$ cat src/rtl/decoder_pkg.sv
// rtl/decoder_pkg.sv - shared types, mode constants and one-hot helper for decoder_scan_n
package decoder_pkg;

   typedef enum logic [1:0] {
      IDLE   = 2'd0,
      DIRECT = 2'd1,
      SCAN   = 2'd2
   } state_t;

   localparam logic MODE_DIRECT = 1'b0;
   localparam logic MODE_SCAN   = 1'b1;

   // Widest one-hot the helper can describe (IN_W up to 8).
   localparam int ONEHOT_MAX_W = 256;

   // Reference one-hot of an index; out-of-range indices give zero.
   function automatic logic [ONEHOT_MAX_W-1:0] onehot_of(input int unsigned idx);
      logic [ONEHOT_MAX_W-1:0] v;
      v = ONEHOT_MAX_W'(1) << idx;
      return v;
   endfunction

endpackage

$ cat src/rtl/decoder_onehot.sv
// rtl/decoder_onehot.sv - combinational binary-to-one-hot converter
module decoder_onehot
   import decoder_pkg::*;
#(
   parameter int IN_W = 4
) (
   input  logic [IN_W-1:0]    idx,
   output logic [2**IN_W-1:0] onehot
);

   localparam int OUT_W = 2**IN_W;

   // Single set bit at position idx.
   always_comb begin
      onehot = OUT_W'(1) << idx;
   end

endmodule

$ cat src/rtl/decoder_scan_n.sv
// rtl/decoder_scan_n.sv - registered N-to-2^N one-hot decoder with direct and scan modes (optional DECODER_XPROP_EN)
module decoder_scan_n
   import decoder_pkg::*;
#(
   parameter int IN_W    = 4,
   parameter int DWELL_W = 8
) (
   input  logic               clk,
   input  logic               rst_n,
   input  logic               mode,
   input  logic               in_valid,
   output logic               in_ready,
   input  logic [IN_W-1:0]    in,
   input  logic [DWELL_W-1:0] dwell,
   output logic [2**IN_W-1:0] out,
   output logic               out_valid,
   output logic [IN_W-1:0]    sel_idx,
   output logic               wrap
);

   localparam int              OUT_W   = 2**IN_W;
   localparam logic [IN_W-1:0] IDX_TOP = {IN_W{1'b1}};

   state_t             state_q;
   state_t             state_d;
   logic [IN_W-1:0]    idx_q;
   logic [IN_W-1:0]    idx_d;
   logic [DWELL_W-1:0] cnt_q;
   logic [DWELL_W-1:0] cnt_d;
   logic               valid_d;
   logic               wrap_d;
   logic               accept;
   logic [OUT_W-1:0]   onehot_d;

   // Handshake: requests are only taken while not walking.
   always_comb begin
      in_ready = (state_q != SCAN);
      accept   = in_valid & in_ready;
   end

   // Next-state: mode=0 during SCAN wins over any pending request.
   always_comb begin
      state_d = state_q;
      case (state_q)
         IDLE, DIRECT: begin
            if (accept) begin
               state_d = (mode == MODE_SCAN) ? SCAN : DIRECT;
            end
         end
         SCAN: begin
            if (mode == MODE_DIRECT) begin
               state_d = IDLE;
            end
         end
         default: state_d = IDLE;
      endcase
   end

   // Datapath next values: index, dwell counter, valid and wrap pulse.
   always_comb begin
      idx_d   = idx_q;
      cnt_d   = cnt_q;
      valid_d = out_valid;
      wrap_d  = 1'b0;
      case (state_q)
         IDLE, DIRECT: begin
            if (accept) begin
               idx_d   = in;
               valid_d = 1'b1;
               if (mode == MODE_SCAN) begin
                  cnt_d = dwell;
               end
            end
         end
         SCAN: begin
            if (mode == MODE_DIRECT) begin
               idx_d   = '0;
               cnt_d   = '0;
               valid_d = 1'b0;
            end else if (cnt_q == '0) begin
               // Dwell is re-sampled here so mid-scan changes apply from the next position.
               idx_d  = idx_q + IN_W'(1);
               cnt_d  = dwell;
               wrap_d = (idx_q == IDX_TOP);
            end else begin
               cnt_d = cnt_q - DWELL_W'(1);
            end
         end
         default: begin
            idx_d   = '0;
            cnt_d   = '0;
            valid_d = 1'b0;
         end
      endcase
   end

   decoder_onehot #(
      .IN_W (IN_W)
   ) u_onehot (
      .idx    (idx_d),
      .onehot (onehot_d)
   );

   // State register.
   always_ff @(posedge clk or negedge rst_n) begin
      if (!rst_n) begin
         state_q <= IDLE;
      end else begin
         state_q <= state_d;
      end
   end

   // Output and counter registers; out is forced to zero whenever not valid.
   always_ff @(posedge clk or negedge rst_n) begin
      if (!rst_n) begin
         idx_q     <= '0;
         cnt_q     <= '0;
         out       <= '0;
         out_valid <= 1'b0;
         wrap      <= 1'b0;
      end else begin
         idx_q     <= idx_d;
         cnt_q     <= cnt_d;
         out       <= valid_d ? onehot_d : '0;
         out_valid <= valid_d;
         wrap      <= wrap_d;
`ifdef DECODER_XPROP_EN
         // Simulation-only: an accepted unknown select poisons the outputs until a clean accept.
         if (accept && $isunknown(in)) begin
            idx_q     <= 'x;
            out       <= 'x;
            out_valid <= 1'bx;
         end
`endif
      end
   end

   assign sel_idx = idx_q;

endmodule

$ cat config.mk
export PLATFORM = sky130hd
export DESIGN_NAME = decoder_scan_n
export DESIGN_NICKNAME = d
export VERILOG_FILES = /design/src/rtl/decoder_pkg.sv /design/src/rtl/decoder_onehot.sv /design/src/rtl/decoder_scan_n.sv
export SDC_FILE = /design/constraint.sdc
export NUM_CORES = 1
export LEC_CHECK = 0
export BUFFER_PORTS_ARGS = -buffer_cell sky130_fd_sc_hd__buf_2
export CAP_MARGIN = 20
export CORE_AREA = 4 4 62 64
export DETAILED_ROUTE_END_ITERATION = 10
export DIE_AREA = 0 0 66 68
export PLACE_DENSITY_LB_ADDON = 0.25
export SKIP_CTS_REPAIR_TIMING = 1
export SLEW_MARGIN = 20
export SYNTH_ARGS = -nofsm -noshare
export SYNTH_HDL_FRONTEND = slang
export SYNTH_SLANG_ARGS = --single-unit
$ cat constraint.sdc
create_clock -name clk -period 3.9 [get_ports clk]
set_input_delay 0 -clock clk [delete_from_list [all_inputs] [get_ports clk]]
set_output_delay 0 -clock clk [all_outputs]
set_load 0.01 [all_outputs]
==> results of run 1 <==
==> state kept, by name, indices dropped and copies added, names as in the netlist <==
name       flops
sel_idx        4
out_valid      1
wrap           1
out           16
cnt_q          8
state_q        2
==> worst max-delay path, stage by stage, from the launching register on <==
cell,delay (ns)
dfrtp_1,0.43
inv_1,0.11
ha_1,0.18
or4b_4,0.53
o311a_4,0.41
a211oi_4,0.45
inv_4,0.11
nor4_1,0.32
==> cell families after synthesis <==
group	count (synthesis)	share of synthesized area, %
mux	6	3.90
flops	32	50.9
compound gates	30	15.8
buf+inv	14	4.06
simple gates	61	22.9
fa+ha+maj	3	2.39
==> Yosys cell counts (2+ instances only) <==
cell type / instances
a21oi_1: 3
a221o_1: 6
clkbuf_1: 5
dfrtp_1: 32
ha_1: 3
inv_1: 4
inv_2: 2
mux2i_1: 5
nand2_1: 5
nand2b_1: 3
nand3_1: 4
nand4_1: 2
nor2_1: 12
nor3_1: 4
nor3b_1: 4
nor4_1: 17
o21ai_0: 8
o22ai_1: 2
==> layout make-up <==
type                    instances  area share, %
clock inverters                 1           1.52
well taps                      46           2.91
repair buffers                 48           14.7
inverters                       7           1.45
clock buffers                   7           3.28
multi-input cells             100           35.8
flip-flops and latches         32           40.4
==> per-stage QoR <==
stage / area, µm² / total power, mW / utilization [%] / setup WS [ns]
finish: 1980 / 0.934 / 60.3 / 1.24
global route: 1980 / 0.981 / 60.3 / 1.09
CTS: 1880 / 0.927 / 57.3 / 1.23
detailed placement: 1790 / 0.641 / 54.4 / 1.28
global placement: 1790 / 0.632 / 54.4 / 1.30
floorplan: 1570 / 0.573 / - / 1.50
==> path summary, 6_finish.rpt <==
path / slack, ns / end
hold reg to reg: 0.59 / state_q[0]
setup / recovery: 1.24 / out[7]
hold / removal: 0.03 / state_q[0]
setup reg to reg: 1.24 / out[7]
min in group asynchronous: 0.21 / cnt_q[3]
max in group asynchronous: 3.23 / out[4]
==> power breakdown <==
| group | total [mW] | switching [mW] | internal [mW] |
|---|---|---|---|
| Combinational | 0.239 | 0.143 | 0.0959 |
| Clock | 0.288 | 0.118 | 0.170 |
| Sequential | 0.407 | 0.0412 | 0.366 |
==> layout by cell type, fill, tap and decap left out, types with 5 or more instances in the layout <==
| cell | n |
|---|---|
| o21ai_0 | 8 |
| mux2i_1 | 5 |
| dlygate4sd3_1 | 10 |
| clkbuf_4 | 5 |
| dfrtp_1 | 32 |
| nand2_1 | 5 |
| nor2_1 | 12 |
| a221o_1 | 6 |
| buf_2 | 38 |
| nor4_1 | 17 |
==> per-layer routing <==
metal / vias up / wire length [µm] / track usage, %
met1: 665 / 1640 / 21.8
met3: 13 / 224 / 6.08
met5: - / 0 / 0
met4: 0 / 99 / 7.61
met2: 49 / 1900 / 30.9
li1: 655 / - / -
==> results.json, run 1 <==
{
  "status": "complete, no violations",
  "slew_headroom_pct": 30.8,
  "placementRows": 21,
  "cp-start-kind": "register",
  "multiInputGateArea_um2": 708,
  "drtIter0Drc": 109,
  "wl_per_cell_um": 16.1,
  "grt_pass1_wl_um": 6110,
  "drtAntennaViolNets": 0,
  "grt_pass1_vias": 1321,
  "via_per_inst": 5.73,
  "synth_warnings": 0,
  "setup_violations": 0,
  "via_count": 1382,
  "syn_inst": 146,
  "ys.flop_type": "dfrtp_1",
  "syn_to_final_growth_pct": 25.9,
  "r2r_start": "cnt_q[0]",
  "synth_top_area_share_pct": 50.9,
  "ys_ff_latch": 32,
  "whs_path_depth": 3,
  "die_x_um": 66,
  "die-height_um": 68,
  "ys_types": 43,
  "cp.required_ns": 4.12,
  "post-place-cells": 223,
  "insertion_delay_ns": 0.34,
  "arrival_ns": 2.88,
  "cts.path.max_buffers": 2,
  "grt_overflow": 0,
  "holdCritPathClass": "primary input to register",
  "antenna_found_initial": 0,
  "synth-async-reset-ratio_pct": 100,
  "maxClockFrequency_mhz": 376,
  "io_pins": 39,
  "startpoint": "cnt_q[0]",
  "final_nets": 213,
  "regArea_um2": 801,
  "first_pass_iters": 4,
  "synth-edff-count": 0,
  "rsz0062_at_grt": "no",
  "drive_gt1_share_pct": 29.2,
  "grt_max_degree": 33,
  "fin_crit_sh_pct": 68.2,
  "fin_cells": 241,
  "dp_hpwl_um": 2680,
  "syn-num-nets": 165,
  "port_buffers": 38,
  "cts_tree": "done",
  "path_class": "register to register",
  "fin_hold_ws_ns": 0.0337,
  "worstMarginPinSlew_ns": 1.02,
  "crit_fanout": 9,
  "netlist_top_cells_area": "dfrtp_1 51%, nor4_1 6.8%, a221o_1 3.8%",
  "drc": 0,
  "final.fill_count": 271,
  "diodes": 0,
  "die_area_um2": 4490,
  "slew_viol_final": 0,
  "avgSynthCellArea_um2": 10.8,
  "hold_viol_final": 0,
  "start_util_pct": 47.9,
  "gp_congestion": 0.919,
  "cts_root_buffer": "clkbuf_4",
  "synthesis.area_um2": 1570,
  "fin_skew_ns": 0.0134,
  "fin_crit_ns": 2.66,
  "irDropWorstVdd_mv": 0.240,
  "r2r_cells": 7,
  "grt_use_total_pct": 18.4,
  "htree_levels": 2,
  "yosysTopAreaCell": "dfrtp_1",
  "endpoint_kind": "register",
  "pwr_density_cell_nw_per_um2": 471,
  "numCtsBuffers": 5,
  "holdCritStartpoint": "in_valid",
  "clkSinkCount": 32,
  "clkTransAtPathRegs_ns": 0.11,
  "cap_violations": 0,
  "coreArea_um2": 3280,
  "total_leakage_power_nw": 0.937,
  "final.setup.tns_ns": 0,
  "wl_um": 3870,
  "yosysSeqAreaShare_pct": 50.9
}
No activity file was read; power rests on OpenSTA's default activity.
==> run 2, diff against run 1 <==
==> constraint.sdc (replaced) <==
create_clock -name clk -period 2.69 [get_ports clk]
set_input_delay 0 -clock clk [delete_from_list [all_inputs] [get_ports clk]]
set_output_delay 0 -clock clk [all_outputs]
set_load 0.01 [all_outputs]
==> run 2 against run 1 <==
Core utilization decreased by 0.80 points. Combinational power increased by 46%. Register-to-register slack worse by 1.0 ns. First-iteration DRC count down 20%. Sequential share of layout area increased by 0.54 points. Total power increased by 30%. Maximum frequency is 7.9% higher. Count of clock-buffer cells in the layout down 2. The run now ends with hold timing left.
==> results.json, run 2 (synthesized netlist as in run 1, its figures left out) <==
{
  "max_stage_delay_ns": 0.54,
  "dp_hpwl_um": 2730,
  "fin_crit_ns": 2.47,
  "drc": 0,
  "numCtsBuffers": 5,
  "critPathTopFamily": "simple AND/OR/NAND/NOR gates",
  "grt_max_degree": 33,
  "post_dp_cell_area_um2": 1810,
  "final_nets": 215,
  "setup_violations": 0,
  "top_layer": "met4",
  "fin_cells": 243,
  "r2r_cells": 7,
  "holdCritStartpoint": "dwell[6]",
  "critical_path_buf_inv_count": 2,
  "holdCritPathClass": "primary input to register",
  "grt_pass1_wl_um": 6000,
  "io_pins": 39,
  "status": "finished, violations left",
  "slew_viol_final": 0,
  "cts_tree": "done",
  "crit_path_top_delay_cell": "or4b_4",
  "wl_met3_um": 193,
  "antenna_found_initial": 0,
  "gp_congestion": 0.919,
  "clkTransAtPathRegs_ns": 0.11,
  "switching_power_mw": 0.436,
  "hold_viol_final": 1,
  "rsz0062_at_grt": "no",
  "final.fill_count": 289,
  "die-height_um": 68,
  "path_class": "register to register",
  "slew_headroom_pct": 35.6,
  "fin_skew_ns": 0.00992,
  "endpoint_kind": "register",
  "total_leakage_power_nw": 0.930,
  "cp.required_ns": 2.92,
  "p_int_mw": 0.774,
  "arrival_ns": 2.69,
  "power_frac_seq_pct": 48.7,
  "clock_power_share_pct": 22.4,
  "via_count": 1358,
  "violations": "hold timing",
  "port_buffers": 38,
  "holdPathEnd": "cnt_q[6]",
  "fin_hold_ws_ns": -0.00105,
  "final.setup.tns_ns": 0,
  "wl_per_cell_um": 15.8,
  "cap_violations": 0,
  "rr_endpoint": "out[4]",
  "post-place-cells": 226,
  "p_sw_share_pct": 36.1,
  "crit_fanout": 9,
  "p_comb_share_pct": 28.9,
  "final_common_cell": "buf_2",
  "drt-met1-wl_um": 1660,
  "r2r_start": "cnt_q[0]",
  "drtIter0Drc": 87,
  "diodes": 0,
  "cts_root_buffer": "clkbuf_4",
  "grt_pass1_vias": 1273,
  "irDropWorstVdd_mv": 0.362,
  "drive_gt1_share_pct": 30.5,
  "first_pass_iters": 4,
  "placementRows": 21,
  "drtAntennaViolNets": 0,
  "final_cell_mix": "38 x buf_2, 32 x dfrtp_1, 17 x nor4_1",
  "coreArea_um2": 3280,
  "worstMarginPinSlew_ns": 0.950,
  "clkSinkCount": 32,
  "pwr_density_cell_nw_per_um2": 619,
  "cp-start-kind": "register",
  "grt_use_total_pct": 18.1,
  "largest-register": "out",
  "wl_met2_um": 1930,
  "die_area_um2": 4490,
  "crit_chain": "inv_1 -> ha_1 -> or4b_4 -> o311a_4 -> a211oi_4 -> inv_4 -> nor4_1",
  "stdcell_area_um2": 1950,
  "wl_um": 3840,
  "htree_levels": 2,
  "fin_crit_sh_pct": 91.6,
  "maxClockFrequency_mhz": 406,
  "ff2ff_setup_slack_ns": 0.22,
  "whs_path_depth": 3,
  "largest_register_ff_count": 16,
  "via_per_inst": 5.59,
  "grt_overflow": 0,
  "die_x_um": 66,
  "insertion_delay_ns": 0.34,
  "syn_to_final_growth_pct": 24.3,
  "start_util_pct": 47.9,
  "cts.path.max_buffers": 2
}
==> run 2: area by class of cell <==
cell class	instances	area [µm²]	share of cell area, %
Inverter	7	28.8	1.47
Timing Repair Buffer	50	303	15.5
Multi-Input combinational cell	100	708	36.2
Sequential cell	32	801	41.0
Tap cell	46	57.6	2.94
Clock inverter	3	18.8	0.960
Clock buffer	5	37.5	1.92
==> run 2: worst max path at each step <==
| stage | startpoint | to | slack, ns | cells past startpoint |
|---|---|---|---|---|
| 2_1_floorplan | cnt_q[0] | out[4] | 0.29 | 8 |
| 5_1_grt | cnt_q[0] | out[13] | 0.07 | 7 |
| 3_3_place_gp | cnt_q[0] | out[2] | 0.31 | 7 |
| 4_1_cts | cnt_q[0] | out[7] | 0.18 | 7 |
| 6_report | cnt_q[0] | out[4] | 0.22 | 7 |
| 3_5_place_dp | cnt_q[0] | out[7] | 0.23 | 7 |
==> run 2: worst register-to-register path: stages, from the launching register on <==
cell and delay, ns:
dfrtp_1 0.43, inv_1 0.10, ha_1 0.20, or4b_4 0.54
o311a_4 0.41, a211oi_4 0.27, inv_4 0.09, nor4_1 0.32
==> run 2: routing by layer <==
metal | global-route usage [%] | vias up
li1 | - | 664
met1 | 21.7 | 647
met2 | 29.8 | 41
met3 | 6.24 | 6
met4 | 7.87 | 0
met5 | 0 | -
==> run 2: power groups by stage <==
| stage | sequential (mW) | clock [mW] | combinational (mW) |
|---|---|---|---|
| after floorplan | 0.595 | 0 | 0.235 |
| after global placement | 0.594 | 0 | 0.329 |
| after global routing | 0.597 | 0.301 | 0.388 |
| final | 0.589 | 0.272 | 0.349 |
| after detailed placement | 0.597 | 0 | 0.339 |
| after CTS | 0.587 | 0.282 | 0.341 |
==> run 2: through the flow <==
stage | total power, mW | setup slack, ns | util [%] | hold WS, ns
3_3_place_gp | 0.924 | 0.306 | 55.0 | 0.0777
3_5_place_dp | 0.936 | 0.230 | 55.0 | 0.0848
2_1_floorplan | 0.831 | 0.292 | - | -0.296
4_1_cts | 1.21 | 0.179 | 56.8 | -0.307
5_1_grt | 1.29 | 0.0717 | 59.5 | 0.0108
6_report | 1.21 | 0.225 | 59.5 | -0.00105
==> run 3, diff against run 2 <==
--- a/config.mk
+++ b/config.mk
@@ -7,10 +7,10 @@
 export LEC_CHECK = 0
 export BUFFER_PORTS_ARGS = -buffer_cell sky130_fd_sc_hd__buf_2
 export CAP_MARGIN = 20
-export CORE_AREA = 4 4 62 64
+export CORE_AREA = 4 4 60 62
 export DETAILED_ROUTE_END_ITERATION = 10
-export DIE_AREA = 0 0 66 68
-export PLACE_DENSITY_LB_ADDON = 0.25
+export DIE_AREA = 0 0 64 66
+export PLACE_DENSITY_LB_ADDON = 0.15
 export SKIP_CTS_REPAIR_TIMING = 1
 export SLEW_MARGIN = 20
 export SYNTH_ARGS = -nofsm -noshare
==> run 3 against run 2 <==
The flow now finishes without violations. Flip-flop and latch count unchanged. Die area down 5.9%. Hold slack better by 0.012 ns. Worst setup slack lost 0.015 ns. Largest power group unchanged.
==> results.json, run 3 (synthesized netlist as in run 1, its figures left out) <==
{
  "rsz0062_at_grt": "no",
  "cts_tree": "done",
  "die_area_um2": 4220,
  "grt_pass1_vias": 1397,
  "setup_violations": 0,
  "arrival_ns": 2.69,
  "final_nets": 215,
  "cts.path.max_buffers": 2,
  "final_core_util_pct": 65.7,
  "grt_pass1_wl_um": 6440,
  "cts_root_buffer": "clkbuf_4",
  "cp.required_ns": 2.90,
  "total_leakage_power_nw": 0.946,
  "via_count": 1373,
  "slew_viol_final": 0,
  "multiInputGateArea_um2": 708,
  "worstMarginPinSlew_ns": 0.903,
  "cap_violations": 0,
  "status": "complete, no violations",
  "syn_to_final_growth_pct": 26.6,
  "stdcell_area_um2": 1990,
  "final.setup.tns_ns": 0,
  "fin_crit_ns": 2.48,
  "placementRows": 20,
  "clkTransAtPathRegs_ns": 0.10,
  "antenna_found_initial": 0,
  "final_cell_mix": "38 x buf_2, 32 x dfrtp_1, 17 x nor4_1",
  "grt_use_total_pct": 19.8,
  "start_util_pct": 51.9,
  "largest-register": "out",
  "final.fill_count": 248,
  "gp_congestion": 0.863,
  "post_dp_cell_area_um2": 1810,
  "rr_endpoint": "out[3]",
  "path_class": "register to register",
  "grt_overflow": 0,
  "drtAntennaViolNets": 0,
  "fin_crit_sh_pct": 92.2,
  "grt_max_degree": 33,
  "slew_headroom_pct": 38.8,
  "holdCritPathClass": "primary input to register",
  "hold_viol_final": 0,
  "via_per_inst": 5.70,
  "pwr_density_cell_nw_per_um2": 674,
  "final_common_cell": "buf_2",
  "irDropWorstVdd_mv": 0.388,
  "wl_um": 3770,
  "die-height_um": 66,
  "numCtsBuffers": 5,
  "r2r_cells": 7,
  "startpoint": "cnt_q[0]",
  "cp-start-kind": "register",
  "drive_gt1_share_pct": 30.5,
  "maxClockFrequency_mhz": 403,
  "clkSinkCount": 32,
  "crit_fanout": 9,
  "drtIter0Drc": 103,
  "ff2ff_setup_slack_ns": 0.21,
  "coreArea_um2": 3030,
  "holdCritStartpoint": "in[0]",
  "die_x_um": 64,
  "fin_skew_ns": 0.00910,
  "drc": 0,
  "diodes": 0,
  "r2r_start": "cnt_q[0]",
  "largest_register_ff_count": 16,
  "port_buffers": 38,
  "insertion_delay_ns": 0.32,
  "htree_levels": 2,
  "regArea_um2": 801,
  "io_pins": 39,
  "dp_hpwl_um": 2740,
  "first_pass_iters": 4,
  "crit_end": "out[3]",
  "endpoint_kind": "register",
  "wl_per_cell_um": 15.6
}
[run 3: changes by cell type in the layout (fill, tap and decap cells not counted)]
cell,change
clkinv_2,-2
clkbuf_8,+2
bufinv_16,+1
clkinv_4,-1
[run 3: layout make-up]
type	instances	share of cell area (%)
Clock inverter	1	1.51
Sequential cell	32	40.2
Clock buffer	7	3.27
Timing Repair Buffer	50	15.2
Multi-Input combinational cell	100	35.6
Tap cell	44	2.77
Inverter	7	1.45
[run 3: worst min path at each step]
stage | to | slack (ns) | cells after the start
after global placement | cnt_q[3] | 0.08 | 1
after global routing | state_q[0] | 0.03 | 3
after detailed placement | cnt_q[3] | 0.09 | 1
final | sel_idx[0] | 0.01 | 3
after floorplan | cnt_q[0] | -0.30 | 0
after CTS | out[3] | -0.28 | 1
[run 3: worst max-delay path: stages (launching register included)]
cell	delay [ns]
dfrtp_1	0.42
inv_1	0.10
ha_1	0.18
or4b_4	0.53
o311a_4	0.41
a211oi_4	0.28
inv_4	0.09
nor4_1	0.34
[run 3: report_power, final]
part           leakage (nW)  switching, mW  internal (mW)
logic                 0.471          0.204          0.144
registers             0.424         0.0589          0.530
clock network        0.0515          0.159          0.247
total                 0.946          0.422          0.921
[run 3: stage by stage]
stage / setup slack [ns] / total power, mW / cells / hold slack, ns
floorplan: 0.292 / 0.831 / 146 / -0.296
global placement: 0.270 / 0.922 / 224 / 0.0754
detailed placement: 0.196 / 0.933 / 224 / 0.0858
CTS: 0.187 / 1.34 / 232 / -0.277
global route: 0.0585 / 1.43 / 241 / 0.0342
finish: 0.210 / 1.34 / 241 / 0.0112
[run 3: metal layers]
layer  up-vias  part of all wire, %  GRT usage (%)
met5         -                    0              0
met4         0                 0.90           6.20
met3         4                  3.6           6.63
met2        29                   54           35.5
met1       674                   42           22.2
li1        666                    -              -
